==> config.mk <==
export PLATFORM = sky130hd
export DESIGN_NAME = ap_ctrl_txn_profiler
export DESIGN_NICKNAME = d
export VERILOG_FILES = /design/src/rtl/ap_ctrl_txn_profiler.sv
export SDC_FILE = /design/constraint.sdc
export NUM_CORES = 1
export LEC_CHECK = 0
export CELL_PAD_IN_SITES_DETAIL_PLACEMENT = 2
export CELL_PAD_IN_SITES_GLOBAL_PLACEMENT = 2
export CORE_UTILIZATION = 46
export CTS_CLUSTER_SIZE = 30
export DETAILED_ROUTE_END_ITERATION = 7
export PLACE_DENSITY_LB_ADDON = 0.05
export SYNTH_ARGS = -nofsm -noshare
export SYNTH_HDL_FRONTEND = slang
export SYNTH_SLANG_ARGS = --single-unit
==> constraint.sdc <==
create_clock -name clock -period 47.8 [get_ports clock]
set_clock_uncertainty 0.2 [all_clocks]
set_input_delay 9.56 -clock clock [delete_from_list [all_inputs] [get_ports clock]]
set_output_delay 9.56 -clock clock [all_outputs]
set_load 0.1 [all_outputs]
==> src/rtl/ap_ctrl_txn_profiler.sv <==
// Transaction profiler for an ap_ctrl_chain kernel: measures latency, start-to-start
// interval and output-stall cycles per transaction and queues one record per completion.
module ap_ctrl_txn_profiler #(
  parameter int CNT_W = 32,
  parameter int ID_W  = 8,
  parameter int DEPTH = 4
) (
  input  logic             clock,
  input  logic             reset,
  input  logic             ap_start,
  input  logic             ap_ready,
  input  logic             ap_done,
  input  logic             ap_continue,
  input  logic             finish,
  output logic             rec_valid,
  input  logic             rec_ready,
  output logic [ID_W-1:0]  rec_id,
  output logic [CNT_W-1:0] rec_latency,
  output logic [CNT_W-1:0] rec_interval,
  output logic [CNT_W-1:0] rec_stall,
  output logic             overflow,
  output logic             busy,
  output logic             flushed
);

  localparam int AW = $clog2(DEPTH);

  typedef enum logic [1:0] {IDLE = 2'd0, RUN = 2'd1, HOLD = 2'd2} state_t;

  typedef struct packed {
    logic [ID_W-1:0]  id;
    logic [CNT_W-1:0] lat;
    logic [CNT_W-1:0] intv;
    logic [CNT_W-1:0] stall;
  } rec_t;

  function automatic logic [CNT_W-1:0] sat_inc(input logic [CNT_W-1:0] v);
    sat_inc = (&v) ? v : v + CNT_W'(1);
  endfunction

  state_t           state_q, state_d;
  logic [CNT_W-1:0] latency_q, latency_d;
  logic [CNT_W-1:0] stall_q, stall_d;
  logic [CNT_W-1:0] interval_q, interval_d;
  logic [CNT_W-1:0] intv_cap_q, intv_cap_d;
  logic [ID_W-1:0]  id_q, id_d;
  logic             started_q, started_d;
  logic             finish_seen_q, finish_seen_d;
  logic             overflow_q, overflow_d;
  logic             ready_seen_q, ready_seen_d;
  logic [AW:0]      wr_ptr_q, wr_ptr_d;
  logic [AW:0]      rd_ptr_q, rd_ptr_d;
  rec_t             mem_q [DEPTH];
  rec_t             mem_d [DEPTH];

  logic             start_ok_s;
  logic             complete_s;
  logic             start_now_s;
  logic             empty_s;
  logic             full_s;
  logic             pop_s;
  rec_t             rec_new_s;
  rec_t             head_s;
  logic             ready_unused_s;

  assign start_ok_s = ap_start & ~finish_seen_q;
  assign empty_s    = (wr_ptr_q == rd_ptr_q);
  assign full_s     = (wr_ptr_q[AW] != rd_ptr_q[AW]) &&
                      (wr_ptr_q[AW-1:0] == rd_ptr_q[AW-1:0]);
  assign pop_s      = ~empty_s & rec_ready;
  assign head_s     = mem_q[rd_ptr_q[AW-1:0]];
  // The per-transaction ap_ready flag is held for debug probing only.
  assign ready_unused_s = ready_seen_q;

  // Next-state logic for the FSM, measurement counters and record FIFO.
  always_comb begin
    state_d       = state_q;
    latency_d     = latency_q;
    stall_d       = stall_q;
    interval_d    = started_q ? sat_inc(interval_q) : interval_q;
    intv_cap_d    = intv_cap_q;
    id_d          = id_q;
    started_d     = started_q;
    finish_seen_d = finish_seen_q | finish;
    overflow_d    = overflow_q;
    ready_seen_d  = ready_seen_q;
    wr_ptr_d      = wr_ptr_q;
    rd_ptr_d      = rd_ptr_q;
    mem_d         = mem_q;
    complete_s    = 1'b0;
    rec_new_s     = '{id: id_q, lat: sat_inc(latency_q), intv: intv_cap_q, stall: stall_q};

    case (state_q)
      IDLE: begin
        state_d = IDLE;
      end
      RUN: begin
        latency_d = sat_inc(latency_q);
        if (ap_done && ap_continue) begin
          complete_s = 1'b1;
        end else if (ap_done) begin
          state_d = HOLD;
          stall_d = CNT_W'(1);
        end else begin
          state_d = RUN;
        end
      end
      HOLD: begin
        latency_d = sat_inc(latency_q);
        if (ap_continue) begin
          complete_s = 1'b1;
        end else begin
          stall_d = sat_inc(stall_q);
        end
      end
      default: begin
        state_d = IDLE;
      end
    endcase

    if (complete_s) begin
      state_d = IDLE;
      id_d    = id_q + ID_W'(1);
    end else begin
      id_d    = id_q;
    end

    if (state_q != IDLE) begin
      ready_seen_d = ready_seen_q | ap_ready;
    end else begin
      ready_seen_d = ready_seen_q;
    end

    // A completion cycle that also carries ap_start opens the next transaction.
    start_now_s = start_ok_s & ((state_q == IDLE) | complete_s);
    if (start_now_s) begin
      state_d      = RUN;
      latency_d    = CNT_W'(1);
      stall_d      = {CNT_W{1'b0}};
      intv_cap_d   = started_q ? sat_inc(interval_q) : {CNT_W{1'b0}};
      interval_d   = CNT_W'(1);
      started_d    = 1'b1;
      ready_seen_d = ap_ready;
    end else begin
      started_d    = started_q;
    end

    if (pop_s) begin
      rd_ptr_d = rd_ptr_q + (AW+1)'(1);
    end else begin
      rd_ptr_d = rd_ptr_q;
    end

    // A full FIFO still accepts a push when the head leaves in the same cycle.
    if (complete_s && (!full_s || pop_s)) begin
      mem_d[wr_ptr_q[AW-1:0]] = rec_new_s;
      wr_ptr_d                = wr_ptr_q + (AW+1)'(1);
    end else if (complete_s) begin
      overflow_d = 1'b1;
    end else begin
      wr_ptr_d = wr_ptr_q;
    end
  end

  // State registers with asynchronous reset.
  always_ff @(posedge clock or posedge reset) begin
    if (reset) begin
      state_q       <= IDLE;
      latency_q     <= {CNT_W{1'b0}};
      stall_q       <= {CNT_W{1'b0}};
      interval_q    <= {CNT_W{1'b0}};
      intv_cap_q    <= {CNT_W{1'b0}};
      id_q          <= {ID_W{1'b0}};
      started_q     <= 1'b0;
      finish_seen_q <= 1'b0;
      overflow_q    <= 1'b0;
      ready_seen_q  <= 1'b0;
      wr_ptr_q      <= {(AW+1){1'b0}};
      rd_ptr_q      <= {(AW+1){1'b0}};
      for (int i = 0; i < DEPTH; i++) begin
        mem_q[i] <= '0;
      end
    end else begin
      state_q       <= state_d;
      latency_q     <= latency_d;
      stall_q       <= stall_d;
      interval_q    <= interval_d;
      intv_cap_q    <= intv_cap_d;
      id_q          <= id_d;
      started_q     <= started_d;
      finish_seen_q <= finish_seen_d;
      overflow_q    <= overflow_d;
      ready_seen_q  <= ready_seen_d;
      wr_ptr_q      <= wr_ptr_d;
      rd_ptr_q      <= rd_ptr_d;
      for (int i = 0; i < DEPTH; i++) begin
        mem_q[i] <= mem_d[i];
      end
    end
  end

  // Record fields read as zero whenever the FIFO is empty.
  assign rec_valid    = ~empty_s;
  assign rec_id       = empty_s ? {ID_W{1'b0}}  : head_s.id;
  assign rec_latency  = empty_s ? {CNT_W{1'b0}} : head_s.lat;
  assign rec_interval = empty_s ? {CNT_W{1'b0}} : head_s.intv;
  assign rec_stall    = empty_s ? {CNT_W{1'b0}} : head_s.stall;
  assign overflow     = overflow_q;
  assign busy         = (state_q != IDLE);
  assign flushed      = finish_seen_q & (state_q == IDLE) & empty_s;

endmodule

; After elaboration in Yosys (flattened, before gate mapping)
; Index checks and enable logic that the tools add are counted.
[totals]
regBits = 563
input_bits = 8
[op_classes]
n_addsub = 6
mux = 31
bitwise = 12
n_lt_le_gt_ge = 3
n_reduce_logical = 18
n_eq_ne = 11
[ops]
columns = cell, count
row1 = $mux 32, 15
row2 = $bwmux 416, 1
row3 = $mux 104, 3
row4 = $bmux 104 s2, 1
row5 = $demux 104 s2, 1
row6 = $add 32x1->32 const B, 3
row7 = $reduce_and 32->1, 3
row8 = $pmux 32 s2, 1
row9 = $ne 3x3->1 const B, 5
row10 = $add 8x1->8 const B, 1
row11 = $mux 2, 4
row12 = $mux 8, 1
row13 = $add 3x1->3 const B, 2
row14 = $ge 3x3->1 const B, 2
row15 = $not 2->3, 2
row16 = $reduce_bool 2->1, 3
row17 = $and 1x1->1, 5
row18 = $reduce_and 5->1, 1
row19 = $logic_and 1x1->1, 4
row20 = $ne 4x4->1 const B, 1
row21 = $pmux 2 s2, 1
row22 = $reduce_and 2->1, 2
row23 = $eq 3x3->1, 1
row24 = $lt 3x1->1 const B, 1
row25 = 13 further kinds, 17

; Longest topological paths before layout
; Gate-level depths: netlist of the first run.
[depth]
ltp_word = 7
mapped_depth = 10
mapped_depth_nobuf = 8

; Least setup slack after synthesis of the first run
; No wires, ideal clock.
[synth_path]
path_type = reg2out
from = register rd_ptr_q[1]
to = output port flushed
arrival_ps = 2998
path_slack_ps = 35042
stages_incl_launch_ff = 7
cell_sequence = dfrtp_1 buf_2 xor2_1 nor2_1 nand2_1 clkbuf_1 nor2_1
[synth_between]
elab_chain_len = 2
[synth_lines]
columns = element, line
row1 = "start, declared", 52  ; logic [AW:0] rd_ptr_q, rd_ptr_d;
row2 = "start signal, assigned", 179  ; rd_ptr_q <= {(AW+1){1'b0}};
row3 = "start signal, assigned", 195  ; rd_ptr_q <= rd_ptr_d;
row4 = $eq 3x3->1, 67  ; assign empty_s = (wr_ptr_q == rd_ptr_q);
row5 = $and 1x1->1, 210  ; assign flushed = finish_seen_q & (state_q == IDLE) & empty_s;
row6 = "end, declared", 23  ; output logic flushed
; Every way passes these cells.

; Worst setup path after layout of the first run
[layout_path]
from = register rd_ptr_q[1]
to = output port rec_stall[4]
[layout_between]
elab_chain_len = 5
word_cells_on_any_way = 6
cone_classes = 1 x eq/ne / 4 x mux / 1 x bitwise
[layout_lines]
columns = element, line
row1 = $not 2->3 (not written as such), 71  ; assign head_s = mem_q[rd_ptr_q[AW-1:0]];
row2 = $bmux 104 s2, 71
row3 = $mux 104 (not written as such) (2 in a row), 71
row4 = $mux 32 (*), 207  ; assign rec_stall = empty_s ? {CNT_W{1'b0}} : head_s.stall;
row5 = "end, declared", 20  ; output logic [CNT_W-1:0] rec_stall,
; Mark *: on every way between the ends. The rest lies on a longest branch, timed or not. The select of a mux whose other input is x is not followed.

==> results of run 1 <==
metal layers:
| metal | share of wire [%] | vias to the layer above | GRT usage (%) | routed length (um) |
|---|---|---|---|---|
| met2 | 51 | 216 | 44.6 | 37400 |
| met1 | 45 | 9563 | 33.7 | 32500 |
| met4 | 2.0 | 0 | 6.36 | 1500 |
| met3 | 2.2 | 92 | 3.25 | 1630 |
| met5 | 0 | - | 0 | 0 |
| li1 | - | 7913 | - | - |
worst max-delay path by stage:
stage / startpoint / endpoint / slack [ns] / depth (start not counted)
finish: rd_ptr_q[1] / rec_stall[4] / 33.60 / 6
global route: rd_ptr_q[1] / rec_interval[22] / 33.33 / 6
CTS: rd_ptr_q[1] / rec_interval[22] / 33.46 / 6
detailed placement: rd_ptr_q[1] / rec_interval[22] / 34.12 / 6
global placement: rd_ptr_q[1] / rec_interval[22] / 34.20 / 6
floorplan: reset / finish_seen_q / 22.29 / 1
cell usage after synthesis, drive strengths merged, types with 17 or more instances:
| cell | n | area (sq um) |
|---|---|---|
| o21ai | 162 | 811 |
| xnor2 | 44 | 385 |
| dfrtp | 563 | 14100 |
| nor2 | 103 | 392 |
| nor4 | 17 | 200 |
| and4 | 21 | 188 |
| nand4 | 42 | 312 |
| buf | 89 | 474 |
| and2 | 120 | 751 |
| mux4 | 104 | 2340 |
| a21oi | 22 | 114 |
| and3 | 26 | 163 |
| nand3 | 51 | 260 |
| xor2 | 81 | 709 |
| mux2 | 300 | 3380 |
| nor3 | 23 | 158 |
| clkbuf | 71 | 272 |
| o31ai | 20 | 150 |
| nand2 | 257 | 970 |
through the flow:
stage               total power [mW]  area [sq um]
floorplan                      0.652         27000
global placement               0.702         28600
detailed placement             0.709         28600
CTS                             1.20         30600
global route                    1.23         30600
finish                          1.18         30600
layout make-up:
cell class | instances | area (sq um)
Clock inverter | 11 | 66.3
Clock buffer | 104 | 2010
Inverter | 15 | 63.8
Antenna cell | 1 | 2.50
Tap cell | 765 | 957
Sequential cell | 563 | 14100
Multi-Input combinational cell | 1479 | 12100
Timing Repair Buffer | 133 | 1320
Fill cell | 5478 | 27200
worst max-delay path, cell delays in order, from the launching register on:
cell and delay (ns):
dfrtp_4 0.87, xor2_1 0.27, nor2_1 0.11, nand2_4 0.29
buf_4 0.76, and2_1 0.34, clkdlybuf4s50_1 1.17
sequential cells by signal, indices dropped and copies added (netlist names):
signal,count
intv_cap_q,32
rd_ptr_q,3
finish_seen_q,1
mem_q,416
overflow,1
state_q,2
started_q,1
id_q,8
wr_ptr_q,3
interval_q,32
latency_q,32
stall_q,32
kinds of logic after synthesis:
family / Yosys count
multiplexers: 414
buffers and inverters: 175
flip-flops: 563
XOR/XNOR: 125
AND/OR/NAND/NOR: 684
adder cells (fa/ha/maj): 13
AO/OA/AOI/OAI: 243
power groups by stage:
| stage | logic [mW] | clock network (mW) | registers [mW] |
|---|---|---|---|
| 2_1_floorplan | 0.142 | 0 | 0.511 |
| 3_3_place_gp | 0.169 | 0 | 0.533 |
| 3_5_place_dp | 0.174 | 0 | 0.535 |
| 4_1_cts | 0.176 | 0.500 | 0.526 |
| 5_1_grt | 0.186 | 0.516 | 0.530 |
| 6_report | 0.172 | 0.487 | 0.526 |
==> results.md, run 1 <==
* Worst Path Max Fanout at 78
* Die extent in x at 244 um
* Synth Register Bits at 563
* Xor and xnor area share after synthesis at 4.06%
* CP arrival at 4.44 ns
* Reg clk slew, reported paths at 0.06 ns
* Combinational fraction of design power at 14.5%
* Normalized max-slew margin at 17.6%
* Setup TNS at 0 ns
* Min-Delay Path Depth at 2
* Post-synthesis mux area share at 21.6%
* Post-Syn Area at 27,000 sq um
* Adder-cell share of the synthesized area at 0.603%
* Total track usage at 25.5%
* Initial DRC Count at 903
* Reg2Reg Depth at 7
* FF-to-FF setup slack at 43.45 ns
* Count of pins over their slew limit at 0
* Synth cell types at 75
* Util after Layout at 53.0%
* Worst-Margin Slew at 1.24 ns
* Antenna viol nets, final at 0
* Post_cts resized at 0
* Unrepaired setup endpoints after global routing: no
* Hold_ws at 0.275 ns
* Commonest non-fill, non-tap cell in the layout: dfrtp_1
* Final hold vios at 0
* Average cell area after synthesis at 12.2 sq um
* IO buf count at 114
* # hold bufs at CTS at 0
* Syn-to-layout area delta at 13.6%
* Final Non-Filler Cells at 3,071
* R2r endpoint: mem_q[97]
* H-tree Lvls at 3
* Post-DR wirelength/cell at 23.8 um
* Most used DFF post-synth: dfrtp_1
* Starting density of the core at 46.6%
* Final worst setup slack at 33.60 ns
* Sw frac at 29.1%
* Worst Hold Endpoint: mem_q[387]
* CP Data Required Time at 38.04 ns
* YS warnings at 0
* CP startpoint kind: flop
* Crit path kind: reg -> out
* Min Tclk post-route at 14.20 ns
* Synthesized-area fraction occupied by and/or/nand/nor cells at 13.2%
* Share of cells above drive strength 1 at 24.5%
* Syn Nets at 2,238
* Period utilization at 29.7%
* Drt drc at 0
* Pre-CTS setup slack at 34.12 ns
* Hold Startpoint: mem_q[387]
* NetSw at 344 uW
* Most frequent cells in the layout: dfrtp_1, mux2_2, nand2_1
* Core Region at 57,800 sq um
* Clock Power Share at 41.1%
* Part of the power in registers at 44.4%
* Final setup fails at 0
* Worst-Skew Late Latency at 0.60 ns
* Post-CTS setup buffers at 0
* Die Span Y at 244 um
* Number of enable flip-flop cells after synthesis at 0
* NumNets Final at 2,279
* Final WL at 73,100 um
* Leakage Power at 14.0 nW
* Gr ovfl total at 0
* CTS buffer count at 66
* Via-to-Cell Ratio at 5.79
* CTS tree: yes
* Max frequency at 0.0704 GHz
* Worst vdd ir at 33.4 uV
* Die area at 59,600 sq um
* Global-route wire length before repair at 120,000 um
* Pin count of the biggest net entering global routing at 176
* Mapped Cells at 2,217
* Status: completed
* Clock Sinks at 563
* Via count at 17,800
* FP Rows at 88
* PD cells at 38.7 nW/um^2
* Hold Path Class: reg -> reg
* Largest family of logic cells by synthesized area: multiplexers
* Vias in the first global route at 20,600
* # placed instances at 2,955
* Pint at 840 uW
* I/O pins at 116
* Clk buf depth at 3
* Crit end category: primary output
* Antenna violations before repair at 2
* Drt first pass iters at 5
* CTS root buf: clkbuf_16
* DPL Wire Length at 43,600 um
* GPL Wtd Cong at 0.768
* Compound-gate portion of the synthesized area at 5.27%
* Post-synth ARST share at 100%
* Sequential-to-total area share from yosys stat at 52.3%
* Worst reg2reg path startpoint: rd_ptr_q[1]
* Total of max-cap violations at 0
Power figures use the tool's default switching activity.
==> run 2: changes to the inputs <==
CORE_UTILIZATION = 38   (was 46)
clock period = 12.05 ns   (was 47.8 ns; I/O delays follow)
==> run 2 against run 1 <==
Effect of this change: register-to-register slack worse by 36 ns; total power rose to 4.0 times the previous value; routed wire length down 2.0%; non-clock buffer count up 5; setup slack worse by 29 ns; largest cell class unchanged.
==> results.md, run 2 (same netlist as run 1, synthesis figures left out) <==
* CTS root buf: clkbuf_16 (unchanged)
* Worst Hold Endpoint: mem_q[216] (was mem_q[387])
* Crit end category: primary output (unchanged)
* Count of pins over their slew limit at 0 (unchanged)
* Gr ovfl total at 0 (unchanged)
* CTS buffer count at 67 (was 66)
* Starting density of the core at 38.4% (was 46.6%)
* Period utilization at 58.0%
* Reg2Reg Depth at 7 (unchanged)
* Vias in the first global route at 20,200 (was 20,600)
* Total track usage at 20.6% (was 25.5%)
* Final WL at 71,600 um (was 73,100 um)
* Leakage Power at 14.1 nW (was 14.0 nW)
* # hold bufs at CTS at 0 (unchanged)
* Pin count of the biggest net entering global routing at 156 (was 176)
* Total of max-cap violations at 0 (unchanged)
* Die area at 72,000 sq um (was 59,600 sq um)
* H-tree Lvls at 3 (unchanged)
* CTS tree: yes (unchanged)
* CP arrival at 4.38 ns (was 4.44 ns)
* Antenna viol nets, final at 0 (unchanged)
* Hold_ws at 0.276 ns (was 0.275 ns)
* Clock Sinks at 563 (unchanged)
* Worst reg2reg path startpoint: rd_ptr_q[0] (was rd_ptr_q[1])
* Hold Startpoint: mem_q[216] (was mem_q[387])
* Die extent in x at 268 um (was 244 um)
* PD cells at 154 nW/um^2 (was 38.7 nW/um^2)
* Storage element area at 14,100 sq um (unchanged)
* Worst-Margin Slew at 1.08 ns (was 1.24 ns)
* Worst vdd ir at 164 uV (was 33.4 uV)
* Drt drc at 0 (unchanged)
* Antenna violations before repair at 1 (was 2)
* Most frequent cells in the layout: dfrtp_1, mux2_2, nand2_1 (unchanged)
* Max FFs per register at 416 (unchanged)
* Min Tclk post-route at 6.99 ns
* DPL Wire Length at 43,700 um (was 43,600 um)
* CP Data Required Time at 9.44 ns (was 38.04 ns)
* Pre-CTS setup slack at 5.53 ns (was 34.12 ns)
* Reg clk slew, reported paths at 0.06 ns (about the same)
* NumNets Final at 2,285 (was 2,279)
* Largest reg by FF count: mem_q (unchanged)
* # placed instances at 3,135 (was 2,955)
* Worst Path Max Fanout at 81 (was 78)
* Worst-Skew Late Latency at 0.59 ns (was 0.60 ns)
* Core Region at 70,100 sq um (was 57,800 sq um)
* FP Rows at 97 (was 88)
* Unrepaired setup endpoints after global routing: no (unchanged)
* Min-Delay Path Depth at 2 (unchanged)
* Status: completed (unchanged)
* Post_cts resized at 0 (unchanged)
* IO buf count at 114 (unchanged)
* CP startpoint kind: flop (unchanged)
* CP Launch Point: rd_ptr_q[0] (was rd_ptr_q[1])
* I/O pins at 116 (unchanged)
* Syn-to-layout area delta at 15.0% (was 13.6%)
* Post-DR wirelength/cell at 22.0 um (was 23.8 um)
* Normalized max-slew margin at 28.0% (was 17.6%)
* Multi-input logic area at 12,100 sq um (unchanged)
* FF-to-FF setup slack at 7.78 ns (was 43.45 ns)
* Via-to-Cell Ratio at 5.41 (was 5.79)
* Max frequency at 0.143 GHz
* Hold Path Class: reg -> reg (unchanged)
* Fillers at 6,934 (was 5,478)
* Final setup fails at 0 (unchanged)
* Crit path kind: reg -> out (unchanged)
* Drt first pass iters at 4 (was 5)
* Clk buf depth at 3 (unchanged)
* Share of cells above drive strength 1 at 24.6% (was 24.5%)
* Setup TNS at 0 ns (unchanged)
* Via count at 17,600 (was 17,800)
* Commonest non-fill, non-tap cell in the layout: dfrtp_1 (unchanged)
* R2r endpoint: mem_q[4] (was mem_q[97])
* Final worst setup slack at 5.06 ns (was 33.60 ns)
* Final Non-Filler Cells at 3,252 (was 3,071)
* GPL Wtd Cong at 0.750 (was 0.768)
* Final hold vios at 0 (unchanged)
* Post-CTS setup buffers at 0 (unchanged)
* Die Span Y at 268 um (was 244 um)
* Global-route wire length before repair at 117,000 um (was 120,000 um)
* Initial DRC Count at 692 (was 903)
## run 2: changes by cell type in the layout (fill, tap and decap cells not counted), sizes merged
| cell | previous run | this run |
|---|---|---|
| inv | 16 | 14 |
| clkinv | 10 | 5 |
| buf | 19 | 24 |
| bufinv | 0 | 3 |
| clkbuf | 104 | 108 |
| clkinvlp | 0 | 1 |
## run 2: cell type report
cell class	instances	share of cell area (%)
multi-input combinational	1479	39.1
inverter	15	0.194
sequential	563	45.5
antenna	1	0.00807
timing repair buffer	138	4.38
clock inverter	8	0.384
tap	940	3.79
clock buffer	108	6.67
## run 2: worst max-delay path: stages, from the launching register on
cell,delay (ns)
dfrtp_4,0.79
xor2_1,0.27
nor2_1,0.11
nand2_4,0.27
buf_4,0.77
and2_1,0.38
clkdlybuf4s50_1,1.18
## run 2: per-stage QoR
step	utilization (%)	cell area [sq um]	total power, mW
5_1_grt	44.2	31000	5.00
3_3_place_gp	41.1	28800	2.80
3_5_place_dp	41.1	28800	2.82
4_1_cts	44.2	31000	4.89
6_report	44.2	31000	4.78
2_1_floorplan	-	27000	2.59
## run 2: where the power goes
group / leakage (nW) / switching, mW / internal (mW)
combinational: 5.29 / 0.464 / 0.246
clock: 1.07 / 0.789 / 1.23
sequential: 7.69 / 0.106 / 1.95
## run 2: worst max-delay path by stage
stage	endpoint
floorplan	finish_seen_q
global placement	rec_latency[1]
detailed placement	rec_latency[1]
CTS	rec_latency[1]
global route	rec_interval[31]
finish	rec_interval[30]
## run 2: routing by layer
metal / GRT usage (%) / vias up / routed length (um)
met3: 2.86 / 97 / 1490
li1: - / 7927 / -
met1: 27.7 / 9419 / 33100
met4: 4.91 / 0 / 1480
met5: 0 / - / 0
met2: 35.2 / 159 / 35600
==> run 3: changes to the inputs <==
clock period = 6.3 ns   (was 12.05 ns; I/O delays follow)
==> run 3 against run 2 <==
Effect of this change: die area stayed put; total power grew 94%; routed wire length decreased by 0.30%; critical path depth unchanged; non-clock buffer count is 8 higher; via count hardly changed; clock power is 97% higher; register-to-register slack worse by 5.2 ns; global-route usage about the same; sequential share of layout area is 0.33 points lower; setup slack got worse by 4.1 ns; hold slack improved by 0.0023 ns; largest power group is now the clock network.
==> results.md, run 3 (same netlist as run 1, synthesis figures left out) <==
* Status: completed (unchanged)
* Global-route wire length before repair at 116,000 um (was 117,000 um)
* Worst Path Max Fanout at 88 (was 81)
* Die Span Y at 268 um (unchanged)
* CP Data Required Time at 4.84 ns (was 9.44 ns)
* Storage element area at 14,100 sq um (unchanged)
* # hold bufs at CTS at 0 (unchanged)
* Final setup fails at 0 (unchanged)
* Vias in the first global route at 20,000 (was 20,200)
* Hold_ws at 0.278 ns (was 0.276 ns)
* I/O pins at 116 (unchanged)
* Met2 GRT Util at 35.1% (was 35.2%)
* Antenna viol nets, final at 0 (unchanged)
* Initial DRC Count at 853 (was 692)
* NumNets Final at 2,292 (was 2,285)
* Via-to-Cell Ratio at 5.40 (was 5.41)
* Clk buf depth at 3 (unchanged)
* Die extent in x at 268 um (unchanged)
* Period utilization at 85.1%
* Crit end category: primary output (unchanged)
* Clock Sinks at 563 (unchanged)
* Core Region at 70,100 sq um (unchanged)
* Worst-Skew Late Latency at 0.60 ns (was 0.59 ns)
* Final Non-Filler Cells at 3,261 (was 3,252)
* Post-DR wirelength/cell at 21.9 um (was 22.0 um)
* Reg clk slew, reported paths at 0.06 ns (about the same)
* # placed instances at 3,143 (was 3,135)
* CTS root buf: clkbuf_16 (unchanged)
* Final WL at 71,400 um (was 71,600 um)
* Crit path kind: reg -> out (unchanged)
* Via count at 17,600 (about the same)
* Pin count of the biggest net entering global routing at 107 (was 156)
* Met1 Use GR at 27.4% (was 27.7%)
* Drt first pass iters at 4 (unchanged)
* Leakage Power at 14.2 nW (was 14.1 nW)
* Normalized max-slew margin at 28.3% (was 28.0%)
* Syn-to-layout area delta at 15.8% (was 15.0%)
* Count of pins over their slew limit at 0 (unchanged)
* CP arrival at 3.90 ns (was 4.38 ns)
* GPL Wtd Cong at 0.752 (was 0.750)
* Post_cts resized at 0 (unchanged)
* CTS tree: yes (unchanged)
* Total track usage at 20.6% (about the same)
* CP startpoint kind: flop (unchanged)
* DPL Wire Length at 44,700 um (was 43,700 um)
* Util after Layout at 44.5% (was 44.2%)
* Setup TNS at 0 ns (unchanged)
* FP Rows at 97 (unchanged)
* Min Tclk post-route at 5.36 ns
* Gr ovfl total at 0 (unchanged)
* H-tree Lvls at 3 (unchanged)
* IO buf count at 114 (unchanged)
* Multi-input logic area at 12,100 sq um (unchanged)
* Largest reg by FF count: mem_q (unchanged)
* Max FFs per register at 416 (unchanged)
* Antenna violations before repair at 3 (was 1)
* GR Util met3 at 2.82% (was 2.86%)
* Commonest non-fill, non-tap cell in the layout: dfrtp_1 (unchanged)
* Die area at 72,000 sq um (unchanged)
* Final hold vios at 0 (unchanged)
* PD cells at 297 nW/um^2 (was 154 nW/um^2)
* GRT busiest layer: met2 (unchanged)
* Hold Path Class: reg -> reg (unchanged)
* FF-to-FF setup slack at 2.59 ns (was 7.78 ns)
* Total power at 9.28 mW (was 4.78 mW)
* Unrepaired setup endpoints after global routing: no (unchanged)
* Starting density of the core at 38.4% (unchanged)
* Worst vdd ir at 300 uV (was 164 uV)
* Share of cells above drive strength 1 at 25.7% (was 24.6%)
* Max frequency at 0.186 GHz
* Most frequent cells in the layout: dfrtp_1, mux2_2, nand2_1 (unchanged)
* Fillers at 7,026 (was 6,934)
* Total of max-cap violations at 0 (unchanged)
* Worst-Margin Slew at 1.08 ns (about the same)
* CTS buffer count at 66 (was 67)
* Post-CTS setup buffers at 0 (unchanged)
* Drt drc at 0 (unchanged)
==> run 3: layer usage <==
layer | part of all wire (%) | wire length [um]
met4 | 1.8 | 1270
met3 | 2.8 | 1970
met5 | 0.011 | 8
met1 | 45 | 32400
met2 | 50 | 35800
==> run 3: path summary, 6_finish.rpt <==
kind / from / endpoint / cells after the start
min in group asynchronous: reset / id_q[5] / 2
setup reg to reg: state_q[0] / stall_q[18] / 9
setup / recovery: rd_ptr_q[0] / rec_stall[6] / 6
max in group asynchronous: reset / mem_q[41] / 4
hold / removal: mem_q[171] / mem_q[171] / 2
hold reg to reg: mem_q[171] / mem_q[171] / 2
==> run 3: where the power goes <==
part           total, mW  switching (mW)  leakage [nW]  internal (mW)
logic               1.42           0.937          5.38          0.483
registers           3.88           0.156          7.69           3.72
clock network       3.98            1.53          1.13           2.45
==> run 3: cell type report <==
class                           instances  share of cell area (%)
Antenna cell                            1                 0.00802
Tap cell                              940                    3.77
Inverter                               15                   0.192
Clock inverter                         15                   0.581
Timing Repair Buffer                  146                    4.78
Clock buffer                          102                    6.71
Sequential cell                       563                    45.1
Multi-Input combinational cell       1479                    38.8
==> run 3: worst max-delay path: stages (launching register included) <==
cell	delay, ns
dfrtp_4	0.50
xor2_1	0.23
nor2_1	0.10
nand2_4	0.78
buf_4	0.37
and2_1	0.17
clkdlybuf4s50_1	1.14
==> run 3: per-stage QoR <==
| stage | setup slack [ns] | area [sq um] |
|---|---|---|
| 2_1_floorplan | -2.83 | 27000 |
| 3_3_place_gp | 1.53 | 28900 |
| 3_5_place_dp | 1.46 | 28900 |
| 4_1_cts | 0.811 | 31200 |
| 5_1_grt | 0.680 | 31200 |
| 6_report | 0.938 | 31200 |
